## config.mk

```make
export PLATFORM = sky130hd
export DESIGN_NAME = sseg_capture
export DESIGN_NICKNAME = d
export VERILOG_FILES = /design/src/rtl/sseg_pkg.sv /design/src/rtl/sseg_to_hex.sv /design/src/rtl/sseg_capture.sv
export SDC_FILE = /design/constraint.sdc
export NUM_CORES = 1
export LEC_CHECK = 0
export BUFFER_PORTS_ARGS = -buffer_cell sky130_fd_sc_hd__clkbuf_2
export CAP_MARGIN = 20
export CORE_UTILIZATION = 25
export CTS_BUF_LIST = sky130_fd_sc_hd__clkbuf_4 sky130_fd_sc_hd__clkbuf_8
export CTS_CLUSTER_DIAMETER = 40
export DETAILED_ROUTE_END_ITERATION = 8
export MAX_ROUTING_LAYER = met4
export PLACE_DENSITY_LB_ADDON = 0.12
export SYNTH_ARGS = -nofsm -noshare
export SYNTH_HDL_FRONTEND = slang
export SYNTH_SLANG_ARGS = --single-unit
export TNS_END_PERCENT = 50
```

## constraint.sdc

```tcl
create_clock -name clk -period 2.14 [get_ports clk]
set_input_delay 0.321 -clock clk [delete_from_list [all_inputs] [get_ports clk]]
set_output_delay 0.321 -clock clk [all_outputs]
set_load 0.03 [all_outputs]
```

## src/rtl/sseg_pkg.sv

```systemverilog
// Shared definitions for the 7-segment capture block: glyph encoding, glyph
// table, FSM state encoding and one-hot-low digit-enable helpers.
package sseg_pkg;

    typedef enum logic [1:0] {
        WAIT   = 2'd0,
        SETTLE = 2'd1,
        HELD   = 2'd2
    } state_t;

    // Active-low a..g patterns for hex digits 0..F, identical to hex_to_sseg.
    localparam logic [6:0] GLYPH_TBL [16] = '{
        7'h01, 7'h4F, 7'h12, 7'h06, 7'h4C, 7'h24, 7'h20, 7'h0F,
        7'h00, 7'h04, 7'h08, 7'h60, 7'h31, 7'h42, 7'h30, 7'h38
    };

    function automatic logic [6:0] hex_to_sseg(input logic [3:0] nib);
        logic [6:0] pat;
        case (nib)
            4'h0: pat = 7'h01;
            4'h1: pat = 7'h4F;
            4'h2: pat = 7'h12;
            4'h3: pat = 7'h06;
            4'h4: pat = 7'h4C;
            4'h5: pat = 7'h24;
            4'h6: pat = 7'h20;
            4'h7: pat = 7'h0F;
            4'h8: pat = 7'h00;
            4'h9: pat = 7'h04;
            4'hA: pat = 7'h08;
            4'hB: pat = 7'h60;
            4'hC: pat = 7'h31;
            4'hD: pat = 7'h42;
            4'hE: pat = 7'h30;
            default: pat = 7'h38;
        endcase
        return pat;
    endfunction

    function automatic logic onehot_low(input logic [3:0] an);
        return (an == 4'b1110) || (an == 4'b1101) ||
               (an == 4'b1011) || (an == 4'b0111);
    endfunction

    function automatic logic [1:0] low_index(input logic [3:0] an);
        logic [1:0] idx;
        case (an)
            4'b1101: idx = 2'd1;
            4'b1011: idx = 2'd2;
            4'b0111: idx = 2'd3;
            default: idx = 2'd0;
        endcase
        return idx;
    endfunction

endpackage

```

## src/rtl/sseg_to_hex.sv

```systemverilog
// Combinational reverse lookup of a 7-bit active-low segment pattern to its hex digit.
module sseg_to_hex
    import sseg_pkg::*;
(
    input  logic [6:0] pat,
    output logic       match_c,
    output logic [3:0] nibble_c
);

    always_comb begin
        match_c  = 1'b0;
        nibble_c = 4'h0;
        for (int i = 0; i < 16; i++) begin
            if (pat == hex_to_sseg(4'(i))) begin
                match_c  = 1'b1;
                nibble_c = 4'(i);
            end
        end
    end

endmodule

```

## src/rtl/sseg_capture.sv

```systemverilog
// Recovers the four hex digits shown by a multiplexed 7-segment driver by
// sampling its anode/segment lines and capturing each digit once it is stable.
module sseg_capture
    import sseg_pkg::*;
#(
    parameter int unsigned STABLE_CYCLES  = 4,
    parameter int unsigned TIMEOUT_CYCLES = 200000
) (
    input  logic        clk,
    input  logic        reset,
    input  logic [3:0]  an,
    input  logic [7:0]  sseg,
    output logic [15:0] hex_digits,
    output logic [3:0]  dp_bits,
    output logic        frame_valid,
    output logic        decode_err,
    output logic        stale
);

    localparam int unsigned CW = 8;
    localparam int unsigned TW = $clog2(TIMEOUT_CYCLES + 1);
    localparam logic [TW-1:0] TMAX = TW'(TIMEOUT_CYCLES);

    logic [11:0]   sync1, sync2, prev;
    state_t        state;
    logic [CW-1:0] cnt;
    logic [TW-1:0] tmo;
    logic [15:0]   slots;
    logic [3:0]    slot_dp;
    logic [3:0]    seen;

    logic          onehot_c, changed_c, cap_c, match_c;
    logic [3:0]    nibble_c;
    logic [1:0]    idx_c;
    logic [TW-1:0] tmo_next_c;

    // prev always holds the last sample the FSM consumed, i.e. the stable pattern at capture.
    assign onehot_c  = onehot_low(sync2[11:8]);
    assign changed_c = (sync2 != prev);
    assign cap_c     = (state == SETTLE) && (cnt == CW'(STABLE_CYCLES));
    assign idx_c     = low_index(prev[11:8]);

    sseg_to_hex u_dec (
        .pat      (prev[6:0]),
        .match_c  (match_c),
        .nibble_c (nibble_c)
    );

    always_comb begin
        tmo_next_c = tmo;
        if (cap_c && match_c) tmo_next_c = '0;
        else if (tmo != TMAX) tmo_next_c = tmo + TW'(1);
    end

    // Two-flop synchronizer plus previous-sample register; blank (all ones) at reset.
    always_ff @(posedge clk) begin
        if (reset) begin
            sync1 <= '1;
            sync2 <= '1;
            prev  <= '1;
        end else begin
            sync1 <= {an, sseg};
            sync2 <= sync1;
            prev  <= sync2;
        end
    end

    // Stability FSM: counts consecutive identical samples of a single-digit pattern.
    always_ff @(posedge clk) begin
        if (reset) begin
            state <= WAIT;
            cnt   <= '0;
        end else begin
            case (state)
                WAIT: begin
                    if (onehot_c) begin
                        state <= SETTLE;
                        cnt   <= CW'(1);
                    end else begin
                        cnt   <= '0;
                    end
                end
                SETTLE, HELD: begin
                    if (changed_c) begin
                        state <= onehot_c ? SETTLE : WAIT;
                        cnt   <= onehot_c ? CW'(1) : '0;
                    end else if (cap_c) begin
                        state <= HELD;
                        cnt   <= '0;
                    end else if (state == SETTLE) begin
                        cnt   <= cnt + CW'(1);
                    end
                end
                default: begin
                    state <= WAIT;
                    cnt   <= '0;
                end
            endcase
        end
    end

    // Slot capture, frame assembly and timeout tracking.
    always_ff @(posedge clk) begin
        if (reset) begin
            slots       <= '0;
            slot_dp     <= '0;
            seen        <= '0;
            tmo         <= '0;
            hex_digits  <= '0;
            dp_bits     <= '0;
            frame_valid <= 1'b0;
            decode_err  <= 1'b0;
            stale       <= 1'b0;
        end else begin
            frame_valid <= 1'b0;
            decode_err  <= 1'b0;
            tmo         <= tmo_next_c;
            stale       <= (tmo_next_c == TMAX);
            if (seen == 4'hF) begin
                hex_digits  <= slots;
                dp_bits     <= slot_dp;
                frame_valid <= 1'b1;
                seen        <= '0;
            end
            if (cap_c) begin
                if (match_c) begin
                    slots[{idx_c, 2'b00} +: 4] <= nibble_c;
                    slot_dp[idx_c]             <= ~prev[7];
                    seen[idx_c]                <= 1'b1;
                end else begin
                    decode_err                 <= 1'b1;
                    seen[idx_c]                <= 1'b0;
                end
            end
        end
    end

endmodule

```

# Yosys cells after proc, flatten, opt, wreduce, memory -nomap -nowiden
# Cells that the tools add are included.
[classes] n_addsub=3 multipliers=0 div=0 n_lt_le_gt_ge=2 eq_ne=32 n_shift=2 mux=54 bitwise=5 n_reduce_logical=12
[ops] operator="$mux 4" n=12
[ops] operator="$mux 18" n=2
[ops] operator="$eq 7x6->1 const B" n=5
[ops] operator="$eq 7x7->1 const B" n=4
[ops] operator="$eq 4x4->1 const B" n=6
[ops] operator="$mux 8" n=3
[ops] operator="$mux 1" n=22
[ops] operator="$add 18x1->18 const B" n=1
[ops] operator="$eq 18x18->1 const B" n=1
[ops] operator="$ne 18x18->1 const B" n=1
[ops] operator="$bwmux 16" n=1
[ops] operator="$pmux 8 s2" n=1
[ops] operator="$shift 4x6->16 const A" n=1
[ops] operator="$shiftx 4x6->16" n=1
[ops] operator="$eq 7x3->1 const B" n=2
[ops] operator="$eq 7x4->1 const B" n=2
[ops] operator="$mux 3" n=4
[ops] operator="$ne 12x12->1" n=1
[ops] operator="$mux 2" n=5
[ops] operator="$add 8x1->8 const B" n=1
[ops] operator="$eq 4x3->1 const B" n=2
[ops] operator="$eq 8x3->1 const B" n=1
[ops] operator="$eq 7x1->1 const B" n=1
[ops] operator="$eq 7x5->1 const B" n=1
[ops] operator="22 further kinds" n=29
[word_totals] register_bits=111 latchBits=0 mem_bits_rw=0 romBits=0 inputBits=14 elab_cells=124 n_memories=0

# Logic depth before layout (Yosys ltp)
# Gate-level depths: netlist of the first run.
[depth] word_depth=20 depth_mapped=8

# Cells and area by module
# Synthesis of the first run repeated with hierarchy kept, for this count alone.
[hier_totals] hier_cells=594 area_unflattened_um2=5078.6
[modules_own_cells] module="sseg_capture" instances=1 cells_per_inst=539 area_each_um2=4722.0 seq_area_each_um2=2222.1
[modules_own_cells] module="sseg_to_hex" instances=1 cells_per_inst=55 area_each_um2=356.6 seq_area_each_um2=0.0

# Worst setup path after synthesis of the first run
# Ideal clock, no wire load.
[synth_timing] path_type="register to register" startpoint="register cnt[3]" endpoint="register slots[12]" arrival_time_ns=1.791 required_ns=2.020 setup_slack_ns=0.229 stages_incl_launch_ff=7 n_path_buf=1 cell_sequence="dfxtp_1 or4_4 or2_0 buf_6 o2111ai_4 o21ai_2 o2bb2ai_1"
[synth_between] elab_chain_len=3
[synth_rtl] item="start, declared" line_no="sseg_capture.sv:26" source="logic [CW-1:0] cnt;"
[synth_rtl] item="start signal, assigned" line_no="sseg_capture.sv:86" source="cnt <= onehot_c ? CW'(1) : '0;"
[synth_rtl] item="start signal, assigned" line_no="sseg_capture.sv:91" source="cnt <= cnt + CW'(1);"
[synth_rtl] item="$eq 8x3->1" line_no="sseg_capture.sv:40" source="assign cap_c = (state == SETTLE) && (cnt == CW'(STABLE_CYCLES));"
[synth_rtl] item="$logic_and 1x1->1" line_no="sseg_capture.sv:40"
[synth_rtl] item="$reduce_and 2->1 (no source line)"
[synth_rtl] item="end signal, assigned by index" line_no="sseg_capture.sv:127" source="slots[{idx_c, 2'b00} +: 4] <= nibble_c;"
[synth_rtl] item="end, declared" line_no="sseg_capture.sv:28" source="logic [15:0] slots;"
# Every way passes these cells.
# A chain may end at the register's enable or synchronous reset.

# Final worst setup path of the first run
[layout_timing] startpoint="register cnt[4]" endpoint="register cnt[3]"
[layout_between] elab_chain_len=5 elab_cells_between_ends=6
[layout_rtl] item="$eq 8x3->1 (*)" line_no="sseg_capture.sv:40"
[layout_rtl] item="$logic_and 1x1->1 (*)" line_no="sseg_capture.sv:40"
[layout_rtl] item="$mux 8" line_no="sseg_capture.sv:87" source="end else if (cap_c) begin"
[layout_rtl] item="$mux 8" line_no="sseg_capture.sv:84" source="if (changed_c) begin"
[layout_rtl] item="$pmux 8 s2" line_no="sseg_capture.sv:74" source="case (state)"
# Every way passes the cells marked *; elsewhere a longest branch is shown, timed or not.

==> results of run 1 <==
-- stage by stage --
| stage | power (mW) | instance area (um2) | instances |
|---|---|---|---|
| floorplan | 2.37 | 4900 | 544 |
| global placement | 2.46 | 5490 | 841 |
| detailed placement | 2.46 | 5490 | 841 |
| CTS | 3.71 | 5680 | 857 |
| global route | 3.84 | 5730 | 857 |
| finish | 3.64 | 5730 | 857 |
-- power groups by stage --
| stage | combinational, mW | clock [mW] | sequential (mW) |
|---|---|---|---|
| finish | 0.271 | 1.23 | 2.14 |
| CTS | 0.268 | 1.30 | 2.14 |
| global placement | 0.266 | 0 | 2.19 |
| detailed placement | 0.267 | 0 | 2.19 |
| floorplan | 0.198 | 0 | 2.18 |
| global route | 0.307 | 1.39 | 2.15 |
-- cells by family (layout without fill, tap and decap cells) --
group,count (synthesis),count (layout),share of synthesized area [%]
AND/OR/NAND/NOR,248,248,26.8
multiplexers,10,10,2.12
flip-flops,111,111,45.4
AO/OA/AOI/OAI,77,77,10.9
buffers and inverters,43,96,3.81
XOR/XNOR,39,39,6.98
adder cells (fa/ha/maj),16,16,4.04
-- synth_stat cells (7+ instances only) --
master and instances:
dfxtp_1 111, nand2_1 74, nor2_1 39, or2_2 36
a21oi_1 30, nand3_1 26, xnor2_1 23, clkbuf_1 19
xor2_1 16, ha_1 15, nor3_1 15, inv_1 14
nand4_1 13, o2bb2ai_1 13, buf_2 8, mux2i_1 7
o21ai_0 7
-- layer usage --
layer | vias up | wire length (um)
li1 | 1969 | -
met4 | 0 | 138
met5 | - | 0
met3 | 11 | 318
met2 | 44 | 4620
met1 | 1743 | 5350
-- final cells by class --
type | count | area [um2]
fillers | 2015 | 13200
multi-input cells | 390 | 2530
flip-flops and latches | 111 | 2230
repair buffers | 66 | 405
well taps | 260 | 325
clock buffers | 9 | 124
clock inverters | 7 | 65.1
inverters | 14 | 52.6
-- critical path, cell delays in order, from the launching register on --
cell and delay [ns]:
dfxtp_1 0.37, or4_4 0.54, o21ai_0 0.34, nor4_4 0.11, or3_2 0.46, a21oi_1 0.14
-- flip-flops by register name, summed over array words and instances, names as in the netlist, 8 cells and up --
name        flops
tmo            18
hex_digits     16
slots          16
prev           12
sync1          12
sync2          12
cnt             8
-- timing repair --
| item | 4_1_cts | 5_1_grt |
|---|---|---|
| resized for setup | 0 | 12 |
| buffers inserted | 0 | 0 |
| endpoints found under the setup margin | 0 | 48 |
-- path summary, 6_finish.rpt --
path	from	end	slack [ns]	depth (start not counted)
max	cnt[4]	cnt[3]	0.13	5
min	sseg[6]	sync1[6]	0.11	2
max reg2reg	cnt[4]	cnt[3]	0.13	5
min reg2reg	sync1[7]	sync2[7]	0.42	1
==> qor.csv, run 1 <==
metric,value,unit
layout_common_cells,"dfxtp_1 (108), nand2_1 (74), nor2_1 (38), or2_2 (36), clkbuf_2 (36)",
drt-initial-drc-count,121,
synth_top_cell_by_area,dfxtp_1,
status,completed,
cts_root_buffer,clkbuf_8,
holdWs,0.114,ns
place.gp.congestion,0.798,
dieArea,20100,um2
end_kind,flip-flop,
synth_edf_count,0,
dp_hpwl,7.67,mm
worstPathArrival,2.32,ns
ys_top_cells_by_area,"dfxtp_1 (45%), nand2_1 (5.7%), or2_2 (4.6%)",
setup_viol,0,
use_met3,2.76,%
coreArea,19000,um2
clkLatencyLatePin,0.38,ns
use_met1,14.6,%
switchingPower,959,uW
pwr-share-comb,7.5,%
netlist_area,4900,um2
post-route-util,30.2,%
grt_pass1_vias,3618,
tns,0,ns
initial_core_util,25.8,%
p_seq_share,58.9,%
clock_sinks,111,
syn_inst,544,
hold_class,in -> reg,
startpoint_type,flip-flop,
ys.flop_type,dfxtp_1,
fmax,498,MHz
synth-warning-count,0,
portBuffers,36,
grt_pass1_wl,17.6,mm
syn_area_per_cell,9.00,um2
ys_async_sr_fraction,0,%
synth_seq_cells,111,
clk_pin_slew,0.12,ns
syn_nets,573,
drive_gt1_share,24.0,%
p_leak,2.11,nW
p_clk_share,33.7,%
totalWireLength,10.4,mm
n_antenna_cell,0,
vias,3767,
grt_use_met2,17.3,%
ant_nets,0,
critPathMaxFanout,8,
grt_max_degree,37,
via_per_inst,4.40,
antenna_found_initial,0,
skew,0.0123,ns
pre_cts_ws,0.0649,ns
dr.pass1.iters,4,
ir_drop,0.279,mV
cp.required,2.45,ns
drc,0,
fin_ws,0.130,ns
placementRows,50,
layout.nets,621,
cts_buffers,9,
drv_cap,0,
netSwitchingFraction,26.3,%
period_needed,2.01,ns
period_share,93.9,%
die_y,142,um
worstSetupPathType,reg -> reg,
post_drt_wl_per_cell,12.2,um
netlist.area_leader.share,45.4,%
busiest_layer,met2,
p_int,2.68,mW
synth.distinct_cells,62,
syn2layout_area_growth,17.0,%
finalHoldViolCount,0,
track_usage,11.3,%
io_pins,37,
clk_path_buf_depth,2,
die_width,142,um
cts_tree,yes,
relSlewSlack,71.3,%
yosysSeqAreaShare,45.4,%
cts_hold_buf,0,
power.density,635,nW/um2
htreeDepth,3,
tightest_slew,0.427,ns
grt_overflow,0,
layout_commonest_cell,dfxtp_1,
maxSlewViolCount,0,
(Power assumes the default switching activity.)
==> run 2: changes to the inputs <==
- RECOVER_POWER: not set -> 25
==> run 2 against run 1 <==
Worst hold slack hardly changed. Clock power is essentially flat. Critical path depth unchanged. Cell area about the same. Flip-flop and latch count is the same. Global-route usage is the same. Sequential share of layout area about the same. Highest routed layer unchanged.
==> qor.csv, run 2 (synthesized netlist as in run 1, its figures left out) <==
metric,value,unit
vias,3767,
cts_buffers,9,
finalHoldViolCount,0,
largest_reg_flops,18,
coreArea,19000,um2
setup_viol,0,
cp.required,2.45,ns
clk_path_buf_depth,2,
cp-endpoint,cnt[3],
worstPathArrival,2.32,ns
r2r_cells,5,
portBuffers,36,
dp_hpwl,7.67,mm
layout.nets,621,
worstSetupPathType,reg -> reg,
track_usage,11.3,%
r2r_start,cnt[4],
drive_gt1_share,23.6,%
largest-register,tmo,
ant_nets,0,
post-route-util,30.2,%
tns,0,ns
top_regs,"tmo: 18 flops, hex_digits: 16 flops, slots: 16 flops",
critPathMaxFanout,8,
place.gp.congestion,0.798,
tightest_slew,1.19,ns
cts_root_buffer,clkbuf_8,
layout_common_cells,"dfxtp_1 (108), nand2_1 (74), nor2_1 (38), or2_2 (36), clkbuf_2 (35)",
period_needed,2.01,ns
die_y,142,um
drv_cap,0,
grt_pass1_vias,3618,
placementRows,50,
antenna_found_initial,0,
totalWireLength,10.4,mm
fmax,498,MHz
p_leak,2.10,nW
via_per_inst,4.40,
fin_area,5730,um2
initial_core_util,25.8,%
power.density,636,nW/um2
cts_hold_buf,0,
grt_max_degree,37,
cts_setup_buffers,0,
placed_cell_area,5490,um2
rrSetupSlack,0.13,ns
period_share,93.9,%
n_antenna_cell,0,
relSlewSlack,20.6,%
startpoint_type,flip-flop,
grt_overflow,0,
post_drt_wl_per_cell,12.2,um
syn2layout_area_growth,16.9,%
hold_class,in -> reg,
clock_sinks,111,
power,3.64,mW
dr.pass1.iters,4,
die_width,142,um
startpoint,cnt[4],
end_kind,flip-flop,
pre_cts_ws,0.0649,ns
drt-initial-drc-count,121,
grt_pass1_wl,17.6,mm
skew,0.0122,ns
clkLatencyLatePin,0.38,ns
status,completed,
postCtsResizedCells,0,
cts_tree,yes,
clk_pin_slew,0.12,ns
drc,0,
ir_drop,0.279,mV
layout_commonest_cell,dfxtp_1,
io_pins,37,
maxSlewViolCount,0,
htreeDepth,3,
dieArea,20100,um2
fin_ws,0.130,ns
rr_endpoint,cnt[3],
[run 2: cell types whose count changed in the layout (fill, tap and decap cells not counted), sizes merged]
cell	delta
buf	-1
clkbuf	+1
[run 2: final cells by class]
| type | count | area, um2 |
|---|---|---|
| Fill cell | 2016 | 13200 |
| Inverter | 14 | 52.6 |
| Clock inverter | 7 | 65.1 |
| Tap cell | 260 | 325 |
| Sequential cell | 111 | 2230 |
| Multi-Input combinational cell | 390 | 2530 |
| Timing Repair Buffer | 66 | 400 |
| Clock buffer | 9 | 124 |
[run 2: critical path: stages (launching register included)]
cell and delay [ns]:
dfxtp_1 0.37, or4_4 0.54, o21ai_0 0.34, nor4_4 0.11, or3_2 0.46, a21oi_1 0.14
[run 2: how the worst min path moves through the flow]
| stage | start | to | cells after the start |
|---|---|---|---|
| after floorplan | sync1[0] | sync2[0] | 1 |
| after global placement | sync1[10] | sync2[10] | 1 |
| after detailed placement | sync1[0] | sync2[0] | 1 |
| after CTS | an[1] | sync1[9] | 2 |
| after global routing | sseg[5] | sync1[5] | 2 |
| final | sseg[6] | sync1[6] | 2 |
[run 2: metal layers]
layer,up-vias,routed length [um],track usage [%]
li1,1969,-,-
met1,1743,5350,14.6
met2,44,4620,17.3
met3,11,318,2.76
met4,0,138,3.79
met5,-,0,-
[run 2: power breakdown]
| group | switching [mW] | internal [mW] | total [mW] | leakage [nW] |
|---|---|---|---|---|
| Sequential | 0.0366 | 2.11 | 2.14 | 0.901 |
| Combinational | 0.151 | 0.119 | 0.270 | 1.10 |
| Clock | 0.771 | 0.455 | 1.23 | 0.0995 |
[run 2: stage by stage]
step           instances  hold WS [ns]
2_1_floorplan        544         0.389
3_3_place_gp         841         0.392
3_5_place_dp         841         0.394
4_1_cts              857        0.0782
5_1_grt              857        0.0859
6_report             857         0.114
